### src/rtl/trng_vn_collector.sv
// Entropy collector for the ring-oscillator TRNG: decimation, von Neumann
// debiasing, stuck-source health check and word packing onto valid/ready.
module trng_vn_collector #(
    parameter int WIDTH       = 8,
    parameter int SAMPLE_DIV  = 4,
    parameter int WARMUP      = 16,
    parameter int STUCK_LIMIT = 32
) (
    input  logic             clock,
    input  logic             reset_n,
    input  logic             start,
    input  logic             raw_bit,
    output logic             ro_stop,
    output logic [WIDTH-1:0] data,
    output logic             valid,
    input  logic             ready,
    output logic             stuck,
    input  logic             clear_fault
);
    localparam int DW = $clog2(SAMPLE_DIV + 1);
    localparam int WW = $clog2(WARMUP + 1);
    localparam int BW = $clog2(WIDTH + 1);
    localparam int RW = $clog2(STUCK_LIMIT + 1);
    localparam logic [DW-1:0] DIV_LAST  = DW'(SAMPLE_DIV - 1);
    localparam logic [WW-1:0] WARM_LAST = WW'(WARMUP - 1);
    localparam logic [BW-1:0] BIT_LAST  = BW'(WIDTH - 1);
    localparam logic [RW-1:0] REP_MAX   = RW'(STUCK_LIMIT);

    typedef enum logic [2:0] {
        S_IDLE, S_WARMUP, S_COLLECT, S_HOLD, S_FAULT
    } state_t;

    state_t           state, state_n;
    logic [1:0]       sync;
    logic [WW-1:0]    warm_cnt;
    logic [DW-1:0]    div;
    logic [BW-1:0]    bit_cnt;
    logic [RW-1:0]    rep, rep_n;
    logic             pend, pend_bit, last_smp, smp;
    logic [WIDTH-1:0] shreg, word;
    logic             strobe, emit, done, fault, load, out_free, run;

    assign smp      = sync[1];
    assign out_free = !valid || ready;
    assign run      = (state == S_COLLECT || state == S_HOLD) &&
                      (state_n == S_COLLECT || state_n == S_HOLD);

    always_ff @(posedge clock or negedge reset_n) begin
        if (!reset_n) state <= S_IDLE;
        else          state <= state_n;
    end

    always_comb begin
        state_n = state;
        strobe  = 1'b0;
        emit    = 1'b0;
        done    = 1'b0;
        fault   = 1'b0;
        load    = 1'b0;
        rep_n   = rep;
        word    = shreg;
        unique case (state)
            S_IDLE: if (start) state_n = S_WARMUP;
            S_WARMUP: begin
                if (!start)                    state_n = S_IDLE;
                else if (warm_cnt == WARM_LAST) state_n = S_COLLECT;
            end
            S_COLLECT: begin
                strobe = (div == DIV_LAST);
                word   = {shreg[WIDTH-2:0], pend_bit};
                if (strobe) begin
                    rep_n = (rep != '0 && smp == last_smp) ? rep + 1'b1 : RW'(1);
                    emit  = pend && (pend_bit != smp);
                    done  = emit && (bit_cnt == BIT_LAST);
                    fault = (rep_n == REP_MAX);
                end
                // A health fault outranks both a stop request and a finished word
                if (fault)         state_n = S_FAULT;
                else if (!start)   state_n = S_IDLE;
                else if (done) begin
                    if (out_free) load    = 1'b1;
                    else          state_n = S_HOLD;
                end
            end
            S_HOLD: begin
                if (!start) state_n = S_IDLE;
                else if (out_free) begin
                    load    = 1'b1;
                    state_n = S_COLLECT;
                end
            end
            S_FAULT: if (clear_fault) state_n = S_IDLE;
            default: state_n = S_IDLE;
        endcase
    end

    always_ff @(posedge clock or negedge reset_n) begin
        if (!reset_n) begin
            sync     <= '0;
            ro_stop  <= 1'b1;
            stuck    <= 1'b0;
            valid    <= 1'b0;
            data     <= '0;
            warm_cnt <= '0;
            div      <= '0;
            bit_cnt  <= '0;
            rep      <= '0;
            pend     <= 1'b0;
            pend_bit <= 1'b0;
            last_smp <= 1'b0;
            shreg    <= '0;
        end else begin
            sync    <= {sync[0], raw_bit};
            ro_stop <= (state_n == S_IDLE) || (state_n == S_FAULT);
            stuck   <= (state_n == S_FAULT);
            if (load) begin
                valid <= 1'b1;
                data  <= word;
            end else if (ready) begin
                valid <= 1'b0;
            end
            warm_cnt <= (state == S_WARMUP) ? warm_cnt + 1'b1 : '0;
            if (!run) begin
                div      <= '0;
                bit_cnt  <= '0;
                rep      <= '0;
                pend     <= 1'b0;
                pend_bit <= 1'b0;
                last_smp <= 1'b0;
                shreg    <= '0;
            end else if (state == S_COLLECT) begin
                div <= strobe ? '0 : div + 1'b1;
                if (strobe) begin
                    pend     <= !pend;
                    rep      <= rep_n;
                    last_smp <= smp;
                    if (!pend) pend_bit <= smp;
                end
                if (emit) begin
                    shreg   <= word;
                    bit_cnt <= load ? '0 : bit_cnt + 1'b1;
                end
            end else if (load) begin
                bit_cnt <= '0;
            end
        end
    end
endmodule

### config.mk
export PLATFORM = sky130hd
export DESIGN_NAME = trng_vn_collector
export DESIGN_NICKNAME = d
export VERILOG_FILES = /design/src/rtl/trng_vn_collector.sv
export SDC_FILE = /design/constraint.sdc
export NUM_CORES = 1
export LEC_CHECK = 0
export ABC_AREA = 1
export BUFFER_PORTS_ARGS = -buffer_cell sky130_fd_sc_hd__buf_4
export CAP_MARGIN = 10
export CORE_MARGIN = 4
export CORE_UTILIZATION = 53
export CTS_CLUSTER_DIAMETER = 100
export CTS_CLUSTER_SIZE = 30
export DETAILED_ROUTE_END_ITERATION = 10
export GPL_TIMING_DRIVEN = 0
export PLACE_DENSITY = 0.81
export SYNTH_ARGS = -nofsm -noshare
export SYNTH_HDL_FRONTEND = slang
export SYNTH_SLANG_ARGS = --single-unit
### constraint.sdc
create_clock -name clock -period 2.49 [get_ports clock]
set_input_delay 0.1245 -clock clock [delete_from_list [all_inputs] [get_ports clock]]
set_output_delay 0.1245 -clock clock [all_outputs]
set_load 0.01 [all_outputs]
==> flow_metrics.env <==
export IMPL_status="completed"
export IMPL_insertion_delay_ps=290
export IMPL_ys_seq_area_share_pct=44.7
export IMPL_setup_tns_ps=0
export IMPL_synth_edf_count=0
export IMPL_syn_to_final_growth_pct=12.2
export IMPL_hold_end="state[0]$_DFF_PN0_"
export IMPL_timing_rr_end="data[7]$_DFFE_PN0P_"
export IMPL_cts_sinks=45
export IMPL_firstDrtPassIters=4
export IMPL_end_kind="flip-flop"
export IMPL_synth_area_per_cell_um2=8.79
export IMPL_worst_pin_slew_ps=558
export IMPL_hold_path_depth=4
export IMPL_min_period_over_period_pct=84.5
export IMPL_min_delay_path_class="in -> reg"
export IMPL_relSlewSlack_pct=62.8
export IMPL_holdCritStartpoint="ready"
export IMPL_start_util_pct=56.4
export IMPL_grt_pass1_wl_um=8300
export IMPL_final_hold_violation_count=0
export IMPL_rr_worst_depth=14
export IMPL_grt_pass1_vias=1820
export IMPL_portBuffers=16
export IMPL_r2r_start="rep[0]$_DFFE_PN0P_"
export IMPL_netlist_area_um2=2520
export IMPL_path_clk_slew_ps=80
export IMPL_fin_skew_ps=6.14
export IMPL_yosysTopAreaCellShare_pct=43.6
export IMPL_ios=17
export IMPL_ys_seq_elements=45
export IMPL_htree_levels=2
export IMPL_die_w_um=77.0
export IMPL_synth_area_leader_cell="dfrtp_1"
export IMPL_ys_flop_type="dfrtp_1"
export IMPL_drive_gt1_share_pct=24.4
export IMPL_vias_per_cell=5.18
export IMPL_final_max_slew_violation_count=0
export IMPL_fp_row_count=24
export IMPL_start_kind="flip-flop"
export IMPL_synthTopCellsByArea="dfrtp_1, nand2_1, nor2_1, nor2_4, inv_1"
export IMPL_drc=0
export IMPL_first_iter_violations=86
export IMPL_cts_hold_fix_buffers=2
export IMPL_track_usage_pct=17.2
export IMPL_async_flop_share_pct=100
export IMPL_postCtsSetupBuffers=0
export IMPL_r2r_slack_ps=390
export IMPL_cp_required_ps=2710
export IMPL_synth_fp_nets=299
export IMPL_finalSetupViolations=0
export IMPL_num_vias=1886
export IMPL_die_area_um2=5930
export IMPL_p_leak_nw=1.35
export IMPL_n_antenna_cell=0
export IMPL_worstSetupPathType="reg -> reg"
export IMPL_dp_hpwl_um=3360
export IMPL_cp_max_fo=10
export IMPL_fill_cells=378
export IMPL_cts_path_max_buffers=2
export IMPL_root_buffer="clkbuf_8"
export IMPL_antenna_left=0
export IMPL_cts_tree="yes"
export IMPL_coreArea_um2=4470
export IMPL_yosysWarnings=0
export IMPL_nets=324
export IMPL_antenna_found_initial=0
export IMPL_cts_resized=0
export IMPL_grt_ovfl_total=0
export IMPL_yosysUniqueCellTypes=34
export IMPL_place_congestion=0.832
export IMPL_postSynthCellCount=287
export IMPL_multi_input_area_um2=1180
export IMPL_regArea_um2=1130
export IMPL_total_power_w=0.00131
export IMPL_pwr_density_cell_nw_per_um2=461
export IMPL_wl_per_cell_um=12.8
export IMPL_grt_setup_unrepaired="no"
export IMPL_synth_most_common_cell="nand2_1"
export IMPL_startpoint="rep[0]$_DFFE_PN0P_"
export IMPL_drt_total_wl_um=4660
export IMPL_grt_max_degree=46
export IMPL_netlist_top_cells_count="nand2_1, dfrtp_1, nor2_1"
export IMPL_ir_worst_vdd_mv=0.348
export IMPL_arrival_ps=2330
export IMPL_cap_violations=0
export IMPL_die_h_um=77.0
export IMPL_finalCriticalPeriod_ps=2100
export IMPL_cts_buffers=5
export IMPL_fmax_mhz=475
## critical path, stage by stage (launching register included)
cell and delay (ps):
dfrtp_1 480, inv_1 100, ha_1 320, inv_1 80
nand2_1 50, nor2_1 100, nand3_1 80, nor2_1 100
nand3_1 90, nand3_1 100, nand2_2 90, nand2_4 140
buf_6 190, nand2_1 80, o21ai_2 50
## layer usage
metal	vias up	global-route usage [%]	wire length, um	share of wire, %
met5	-	0	0	0
met4	0	6.23	90	1.9
met2	33	27.3	2200	47
li1	968	-	-	-
met3	9	3.16	125	2.7
met1	876	23.6	2240	48
## layout make-up
type | count | share of cell area, %
multi-input cells | 199 | 41.7
flip-flops and latches | 45 | 39.8
repair buffers | 18 | 4.95
inverters | 37 | 4.90
plain buffers | 6 | 2.74
clock buffers | 5 | 2.43
well taps | 52 | 2.30
clock inverters | 2 | 1.24
## registers in the layout, summed over array words and instances (netlist names), 2 cells and up
register / count
rep: 6
sync: 2
div: 3
shreg: 8
data: 8
warm_cnt: 5
bit_cnt: 4
state: 3
## stage by stage
stage / cells / hold slack (ps) / instance area (um2) / setup WS (ps) / util, %
6_report: 364 / 111 / 2830 / 386 / 63.3
3_3_place_gp: 355 / 161 / 2710 / 419 / 60.5
4_1_cts: 364 / 105 / 2830 / 390 / 63.3
3_5_place_dp: 355 / 160 / 2710 / 413 / 60.5
2_1_floorplan: 287 / -171 / 2520 / 670 / -
5_1_grt: 364 / 123 / 2830 / 118 / 63.3
## cell usage in the layout, fill, tap and decap left out, types with 2 or more instances in the layout
| cell | n |
|---|---|
| nand2_1 | 55 |
| dfrtp_1 | 44 |
| nor2_1 | 36 |
| inv_1 | 30 |
| nand3_1 | 17 |
| buf_4 | 16 |
| nor2_4 | 12 |
| o21ai_0 | 10 |
| a21oi_1 | 8 |
| o21ai_2 | 8 |
| inv_2 | 7 |
| nand4_1 | 6 |
| ha_1 | 6 |
| nor2_2 | 5 |
| a211oi_1 | 5 |
| o22ai_1 | 5 |
| clkbuf_8 | 5 |
| nand2_4 | 4 |
| buf_6 | 3 |
| nand3_2 | 3 |
| nand2_2 | 3 |
| or2_2 | 2 |
| xor2_1 | 2 |
| nor2_8 | 2 |
| buf_12 | 2 |
| nor3_1 | 2 |
| dlygate4sd3_1 | 2 |
## worst max-delay path by stage
stage / slack, ps / endpoint
final: 390 / data[7]$_DFFE_PN0P_
after global routing: 120 / data[7]$_DFFE_PN0P_
after CTS: 390 / data[7]$_DFFE_PN0P_
after detailed placement: 410 / data[7]$_DFFE_PN0P_
after global placement: 420 / valid$_DFFE_PN0P_
after floorplan: 670 / data[7]$_DFFE_PN0P_
## logic make-up after synthesis
group / Yosys count / synth area share (%)
and+or+nand+nor: 151 / 32.4
buffers and inverters: 43 / 8.58
DFF: 45 / 44.7
xor gates and xnor gates: 2 / 0.694
AOI/OAI and AO/OA: 40 / 10.7
adders and majority gates: 6 / 2.97
## report_power, final
| group | internal (W) | switching (W) |
|---|---|---|
| clock | 0.000292 | 0.000231 |
| sequential | 0.000738 | 0.00000561 |
| combinational | 0.0000132 | 0.0000259 |
| total | 0.00104 | 0.000262 |
No activity file was read; power rests on OpenSTA's default activity.
